<file path="src/rtl/mem_access_stage.sv">
// mem_access_stage: MEM stage of the 5-stage MIPS pipeline.
// Issues byte/half/word loads and stores over a req/ack data bus, stalls the
// pipeline while an access is outstanding and registers the aligned,
// extended result towards MEM/WB.
// Optional feature: define MEM_BUS_TIMEOUT_EN to abort an access that sees no
// dm_ack within TIMEOUT wait cycles (reported on wb_buserr).
module mem_access_stage #(
  parameter int unsigned S       = 32,
  parameter int unsigned TIMEOUT = 16
) (
  input  logic         clk,
  input  logic         reset,
  input  logic         mem_valid,
  input  logic [S-1:0] mem_ALUout,
  input  logic [S-1:0] mem_wdata,
  input  logic         mem_read,
  input  logic         mem_write,
  input  logic [1:0]   mem_size,
  input  logic         mem_unsigned,
  output logic         mem_stall,
  output logic         dm_req,
  output logic         dm_we,
  output logic [S-1:0] dm_addr,
  output logic [S-1:0] dm_wdata,
  output logic [3:0]   dm_be,
  input  logic [S-1:0] dm_rdata,
  input  logic         dm_ack,
  output logic         wb_valid,
  output logic [S-1:0] wb_ALUout,
  output logic [S-1:0] wb_rdata,
  output logic         wb_memread,
  output logic         wb_misalign,
  output logic         wb_buserr
);

  typedef enum logic [1:0] {
    ST_IDLE,
    ST_WAIT,
    ST_RESP
  } state_t;

  state_t state, state_n;

  logic         is_mem, is_load, sz_word, sz_half;
  logic         misalign, access;
  logic         bus_start, bus_done, bus_tmo;
  logic         wb_idle, wb_resp, stall_c;
  logic [3:0]   be_c;
  logic [S-1:0] wdata_c;
  logic [S-1:0] res_q;

  // Sign/zero-extend the addressed lane of a read word.
  function automatic logic [S-1:0] load_extend(input logic [S-1:0] w,
                                               input logic [1:0]   a,
                                               input logic [1:0]   sz,
                                               input logic         u);
    logic [7:0]  b;
    logic [15:0] h;
    case (a)
      2'd0:    b = w[7:0];
      2'd1:    b = w[15:8];
      2'd2:    b = w[23:16];
      default: b = w[31:24];
    endcase
    h = a[1] ? w[31:16] : w[15:0];
    case (sz)
      2'b00:   load_extend = {{(S-8){b[7] & ~u}}, b};
      2'b01:   load_extend = {{(S-16){h[15] & ~u}}, h};
      default: load_extend = w;
    endcase
  endfunction

  // A write takes precedence over a simultaneous read; reserved size is word.
  assign is_mem   = mem_read | mem_write;
  assign is_load  = mem_read & ~mem_write;
  assign sz_word  = mem_size[1];
  assign sz_half  = (mem_size == 2'b01);
  assign misalign = mem_valid & is_mem &
                    ((sz_word & (mem_ALUout[1:0] != 2'b00)) | (sz_half & mem_ALUout[0]));
  assign access   = mem_valid & is_mem & ~misalign;

  // Byte-enable and lane-replicated write data for the current instruction.
  always_comb begin
    be_c    = 4'b1111;
    wdata_c = mem_wdata;
    case (mem_size)
      2'b00: begin
        be_c    = 4'b0001 << mem_ALUout[1:0];
        wdata_c = {4{mem_wdata[7:0]}};
      end
      2'b01: begin
        be_c    = mem_ALUout[1] ? 4'b1100 : 4'b0011;
        wdata_c = {2{mem_wdata[15:0]}};
      end
      default: ;
    endcase
  end

  // State register.
  always_ff @(posedge clk or negedge reset) begin
    if (!reset) state <= ST_IDLE;
    else        state <= state_n;
  end

  // Next-state and control strobes.
  always_comb begin
    state_n   = state;
    bus_start = 1'b0;
    bus_done  = 1'b0;
    wb_idle   = 1'b0;
    wb_resp   = 1'b0;
    stall_c   = 1'b0;
    case (state)
      ST_IDLE: begin
        if (access) begin
          stall_c   = 1'b1;
          bus_start = 1'b1;
          state_n   = ST_WAIT;
        end else begin
          wb_idle = 1'b1;
        end
      end
      ST_WAIT: begin
        stall_c = 1'b1;
        if (dm_ack) begin
          bus_done = 1'b1;
          state_n  = ST_RESP;
        end else if (bus_tmo) begin
          state_n = ST_RESP;
        end
      end
      ST_RESP: begin
        wb_resp = 1'b1;
        state_n = ST_IDLE;
      end
      default: state_n = ST_IDLE;
    endcase
  end

  // Stall is combinational from IDLE, so it must be gated while reset is held.
  assign mem_stall = reset & stall_c;

  // Bus request/launch registers and the captured load result.
  always_ff @(posedge clk or negedge reset) begin
    if (!reset) begin
      dm_req   <= 1'b0;
      dm_we    <= 1'b0;
      dm_addr  <= '0;
      dm_wdata <= '0;
      dm_be    <= '0;
      res_q    <= '0;
    end else if (bus_start) begin
      dm_req   <= 1'b1;
      dm_we    <= mem_write;
      dm_addr  <= {mem_ALUout[S-1:2], 2'b00};
      dm_wdata <= wdata_c;
      dm_be    <= be_c;
      res_q    <= '0;
    end else if (bus_done) begin
      dm_req <= 1'b0;
      dm_we  <= 1'b0;
      res_q  <= is_load ? load_extend(dm_rdata, mem_ALUout[1:0], mem_size, mem_unsigned) : '0;
    end else if (bus_tmo) begin
      dm_req <= 1'b0;
      dm_we  <= 1'b0;
      res_q  <= '0;
    end
  end

  // MEM/WB outputs: one-cycle pass-through from IDLE, result from RESP,
  // bubble on every other edge so fault flags last a single cycle.
  always_ff @(posedge clk or negedge reset) begin
    if (!reset) begin
      wb_valid    <= 1'b0;
      wb_ALUout   <= '0;
      wb_rdata    <= '0;
      wb_memread  <= 1'b0;
      wb_misalign <= 1'b0;
    end else if (wb_idle) begin
      wb_valid    <= mem_valid;
      wb_ALUout   <= mem_valid ? mem_ALUout : '0;
      wb_rdata    <= '0;
      wb_memread  <= mem_valid & is_load;
      wb_misalign <= misalign;
    end else if (wb_resp) begin
      wb_valid    <= 1'b1;
      wb_ALUout   <= mem_ALUout;
      wb_rdata    <= res_q;
      wb_memread  <= is_load;
      wb_misalign <= 1'b0;
    end else begin
      wb_valid    <= 1'b0;
      wb_ALUout   <= '0;
      wb_rdata    <= '0;
      wb_memread  <= 1'b0;
      wb_misalign <= 1'b0;
    end
  end

`ifdef MEM_BUS_TIMEOUT_EN
  logic [31:0] tmo_cnt;
  logic        err_q;

  assign bus_tmo = (state == ST_WAIT) & ~dm_ack & (tmo_cnt == TIMEOUT - 1);

  // Wait-cycle counter, restarted for every new bus access.
  always_ff @(posedge clk or negedge reset) begin
    if (!reset)                 tmo_cnt <= '0;
    else if (bus_start)         tmo_cnt <= '0;
    else if (state == ST_WAIT)  tmo_cnt <= tmo_cnt + 32'd1;
  end

  // Sticky-per-access timeout flag and its one-cycle write-back copy.
  always_ff @(posedge clk or negedge reset) begin
    if (!reset) begin
      err_q     <= 1'b0;
      wb_buserr <= 1'b0;
    end else begin
      if (bus_start)    err_q <= 1'b0;
      else if (bus_tmo) err_q <= 1'b1;
      wb_buserr <= wb_resp & err_q;
    end
  end
`else
  logic unused_timeout;

  assign bus_tmo        = 1'b0;
  assign wb_buserr      = 1'b0;
  assign unused_timeout = ^TIMEOUT;
`endif

endmodule
</file>
<file path="config.mk">
export PLATFORM = sky130hd
export DESIGN_NAME = mem_access_stage
export DESIGN_NICKNAME = d
export VERILOG_FILES = /design/src/rtl/mem_access_stage.sv
export SDC_FILE = /design/constraint.sdc
export NUM_CORES = 1
export LEC_CHECK = 0
export BUFFER_PORTS_ARGS = -buffer_cell sky130_fd_sc_hd__buf_2
export CAP_MARGIN = 10
export CORE_MARGIN = 2
export CORE_UTILIZATION = 40
export CTS_CLUSTER_DIAMETER = 30
export DETAILED_ROUTE_END_ITERATION = 8
export PLACE_DENSITY = 0.74
export SLEW_MARGIN = 25
export SYNTH_ARGS = -nofsm -noshare
export SYNTH_HDL_FRONTEND = slang
export SYNTH_SLANG_ARGS = --single-unit
</file>
<file path="constraint.sdc">
create_clock -name clk -period 2 [get_ports clk]
set_input_delay 0.1 -clock clk [delete_from_list [all_inputs] [get_ports clk]]
set_output_delay 0.1 -clock clk [all_outputs]
set_load 0.02 [all_outputs]
</file>
==> results.cfg <==
[sta]
whs_ns = 0.008011
maxSlewViolCount = 0
period_share_pct = 92.37
post-route-min-period_ns = 1.847
clock_skew_ns = 0.007253
finalSetupViolCount = 0
relSlewSlack_pct = 54.96
max_freq_mhz = 541.3
tightest_slew_ns = 0.6712
hold_violations = 0

[global_route]
first_global_vias = 5553
grt_antenna_before_repair = 1
grt_pass1_wl_mm = 29.33
grt.total_usage_pct = 21.26
grt_max_degree = 113
overflow = 0

[finish]
drive_above_1_share_pct = 40.79
fillers = 1363
nets = 955
syn2layout_area_growth_pct = 42.40
fin_area_mm2 = 0.009547
post-route-util_pct = 57.98

[yosys]
ys_types = 39
ys_async_sr_fraction_pct = 100.0
synth_adder_area_share_pct = 0
seq_area_frac_synth_pct = 63.08
synth_area_leader_cell = dfrtp_1
synth_compound_area_share_pct = 11.29
synth_xor_area_share_pct = 0
synthMuxAreaShare_pct = 11.94
synth_edf_count = 0
syn_inst = 534
yosysWarnings = 0
synthFlopType = dfrtp_1
yosys.area_share.simple_pct = 10.64
syn_avg_cell_area_um2 = 12.55
synth_top_family_by_area = multiplexers
syn-cell-area_mm2 = 0.006704
synth.area.top_cells = dfrtp_1, mux2_2, and2_1
netlist.area_leader.share_pct = 63.08
ys_seq_elements = 169

[clock_network]
cts_buffers = 17
cts_sinks = 169
insertion_delay_ns = 0.42
cts_buffer_depth = 2
clkSlewWorstSetupHoldPaths_ns = 0.07
htreeDepth = 4
cts_setup_buffers = 0
cts_tree = yes
clockRootBuffer = clkbuf_16

[detailed_routing]
via_per_inst = 4.962
num_vias = 5379
wire_per_inst_um = 17.12
initialDrtViolationCount = 311
wl_mm = 18.56
drc = 0
ant_nets = 0
drtPass1Iterations = 4

[floorplan]
rows = 47
dieHeight_um = 133.5
die_w_um = 133.5
io_pins = 244
core_area_mm2 = 0.01647
start_util_pct = 40.71
dieArea_mm2 = 0.01781

[pwr]
cellPowerDensity_mw_per_mm2 = 1036
peakVddDrop_mv = 0.5496
p_leak_nw = 4.847

[run_status]
status = finished clean

[critical_path]
cp-start-kind = register
end_kind = register
crit_fanout = 16
critPathKind = register to register
critPathArrivalTime_ns = 2.20
required_ns = 2.35

[placed_design]
place_hpwl_mm = 12.42
port_buffers = 240
post_dp_cell_area_mm2 = 0.008164
globalplace.congestion = 0.7914

[worst_hold_path]
min_path_type = primary input to register

[run]
maxCapViolCount = 0
[registers in the layout (all words and copies together) (netlist names)]
name	cells
dm_addr	30
dm_be	4
dm_req	1
dm_wdata	32
dm_we	1
res_q	32
state	2
wb_ALUout	32
wb_memread	1
wb_misalign	1
wb_rdata	32
wb_valid	1
[cells in the final DEF (no fill, tap or decap), types with 2 or more instances in the layout]
master         synthesis  final
buf_12                 0      2
clkbuf_8               0      2
mux2_2                48     48
inv_6                  0      6
clkbuf_16              0     17
a221o_2               10     10
and2_1                64     64
buf_2                  4    239
clkinvlp_4             0      3
mux2i_1               26     26
a222oi_1               7      7
nor2_1                15     14
nand4_1                2      2
conb_1                 1      3
o21ai_1                2      2
o21a_1                 2      2
o211ai_1               8      8
dlygate4sd3_1          0     79
buf_4                  3     12
nand3_1                4      4
nand2_1               46     46
a21oi_1               12     11
o21ai_0               44     44
dfrtp_1              169    169
a221o_1                6      6
inv_1                  7      7
o2111ai_1              7      7
[critical path: stages, from the launching register on]
cell and delay (ns):
dfrtp_1 0.40, inv_1 0.13, nand3_1 0.12, inv_1 0.14, nand3_1 0.17, buf_4 0.22, a2111oi_4 0.18, buf_4 0.27
a221o_2 0.15
[metal layers]
| metal | up-vias | share of wire (%) | track usage, % |
|---|---|---|---|
| li1 | 2502 | - | - |
| met1 | 2644 | 41 | 26.17 |
| met2 | 205 | 50 | 35.48 |
| met3 | 28 | 6.9 | 6.279 |
| met4 | 0 | 2.1 | 8.156 |
| met5 | - | 0 | 0 |
[area by class of cell]
| cell class | count | area [um^2] | share of cell area [%] |
|---|---|---|---|
| flip-flops and latches | 169 | 4229 | 44.30 |
| multi-input cells | 322 | 2302 | 24.12 |
| repair buffers | 333 | 2128 | 22.29 |
| clock buffers | 19 | 452.9 | 4.744 |
| well taps | 220 | 275.3 | 2.883 |
| clock inverters | 13 | 130.1 | 1.363 |
| inverters | 7 | 26.28 | 0.2752 |
| diodes | 1 | 2.502 | 0.02621 |
[cells in the mapped netlist, drive strengths merged, types with 4 or more instances]
cell type	count
dfrtp	169
and2	65
mux2	48
nand2	46
o21ai	46
clkbuf	27
mux2i	26
a221o	16
nor2	16
a21oi	12
buf	11
o211ai	8
a222oi	7
inv	7
o2111ai	7
nand3	4
[path summary, 6_finish.rpt]
| check | startpoint | endpoint | slack [ns] | depth (start not counted) |
|---|---|---|---|---|
| worst max-delay path | state[1]$_DFFE_PN0P_ | res_q[24]$_DFFE_PN0P_ | 0.15 | 8 |
| worst min-delay path | mem_wdata[10] | dm_wdata[10]$_DFFE_PN0P_ | 0.008 | 3 |
| worst max register to register | state[1]$_DFFE_PN0P_ | res_q[24]$_DFFE_PN0P_ | 0.15 | 8 |
| worst min register to register | dm_wdata[31]$_DFFE_PN0P_ | dm_wdata[31]$_DFFE_PN0P_ | 0.47 | 2 |
| max in group asynchronous | reset | dm_wdata[25]$_DFFE_PN0P_ | 1.02 | 3 |
| min in group asynchronous | reset | wb_rdata[10]$_DFF_PN0_ | 0.10 | 2 |
[stage by stage]
step | setup slack [ns] | setup TNS, ns | instances | total power [W]
5_1_grt | -0.005527 | -0.005527 | 1084 | 0.01038
2_1_floorplan | 0.2373 | 0 | 536 | 0.005603
4_1_cts | 0.1517 | 0 | 1083 | 0.009975
6_report | 0.1526 | 0 | 1084 | 0.009893
3_5_place_dp | 0.2207 | 0 | 972 | 0.006590
3_3_place_gp | -0.09104 | -1.374 | 972 | 0.006525
[power breakdown]
group,internal (W),total [W],leakage [nW],switching [W]
logic,0.000946,0.00240,2.37,0.00146
clock network,0.00181,0.00324,0.280,0.00143
registers,0.00397,0.00425,2.20,0.000274
total,0.00673,0.00989,4.85,0.00316
[cells by family after synthesis]
group                  after synthesis
buffers and inverters               45
other                                1
multiplexers                        74
flip-flops                         169
AO/OA/AOI/OAI                      106
AND/OR/NAND/NOR                    139
[timing repair]
action	in CTS	in global routing
endpoints found under the setup margin	0	4
hold buffers	79	0
gates resized for setup	0	2
endpoints found under the hold margin	217	0
Note: power is estimated with default switching activity, not from simulation.
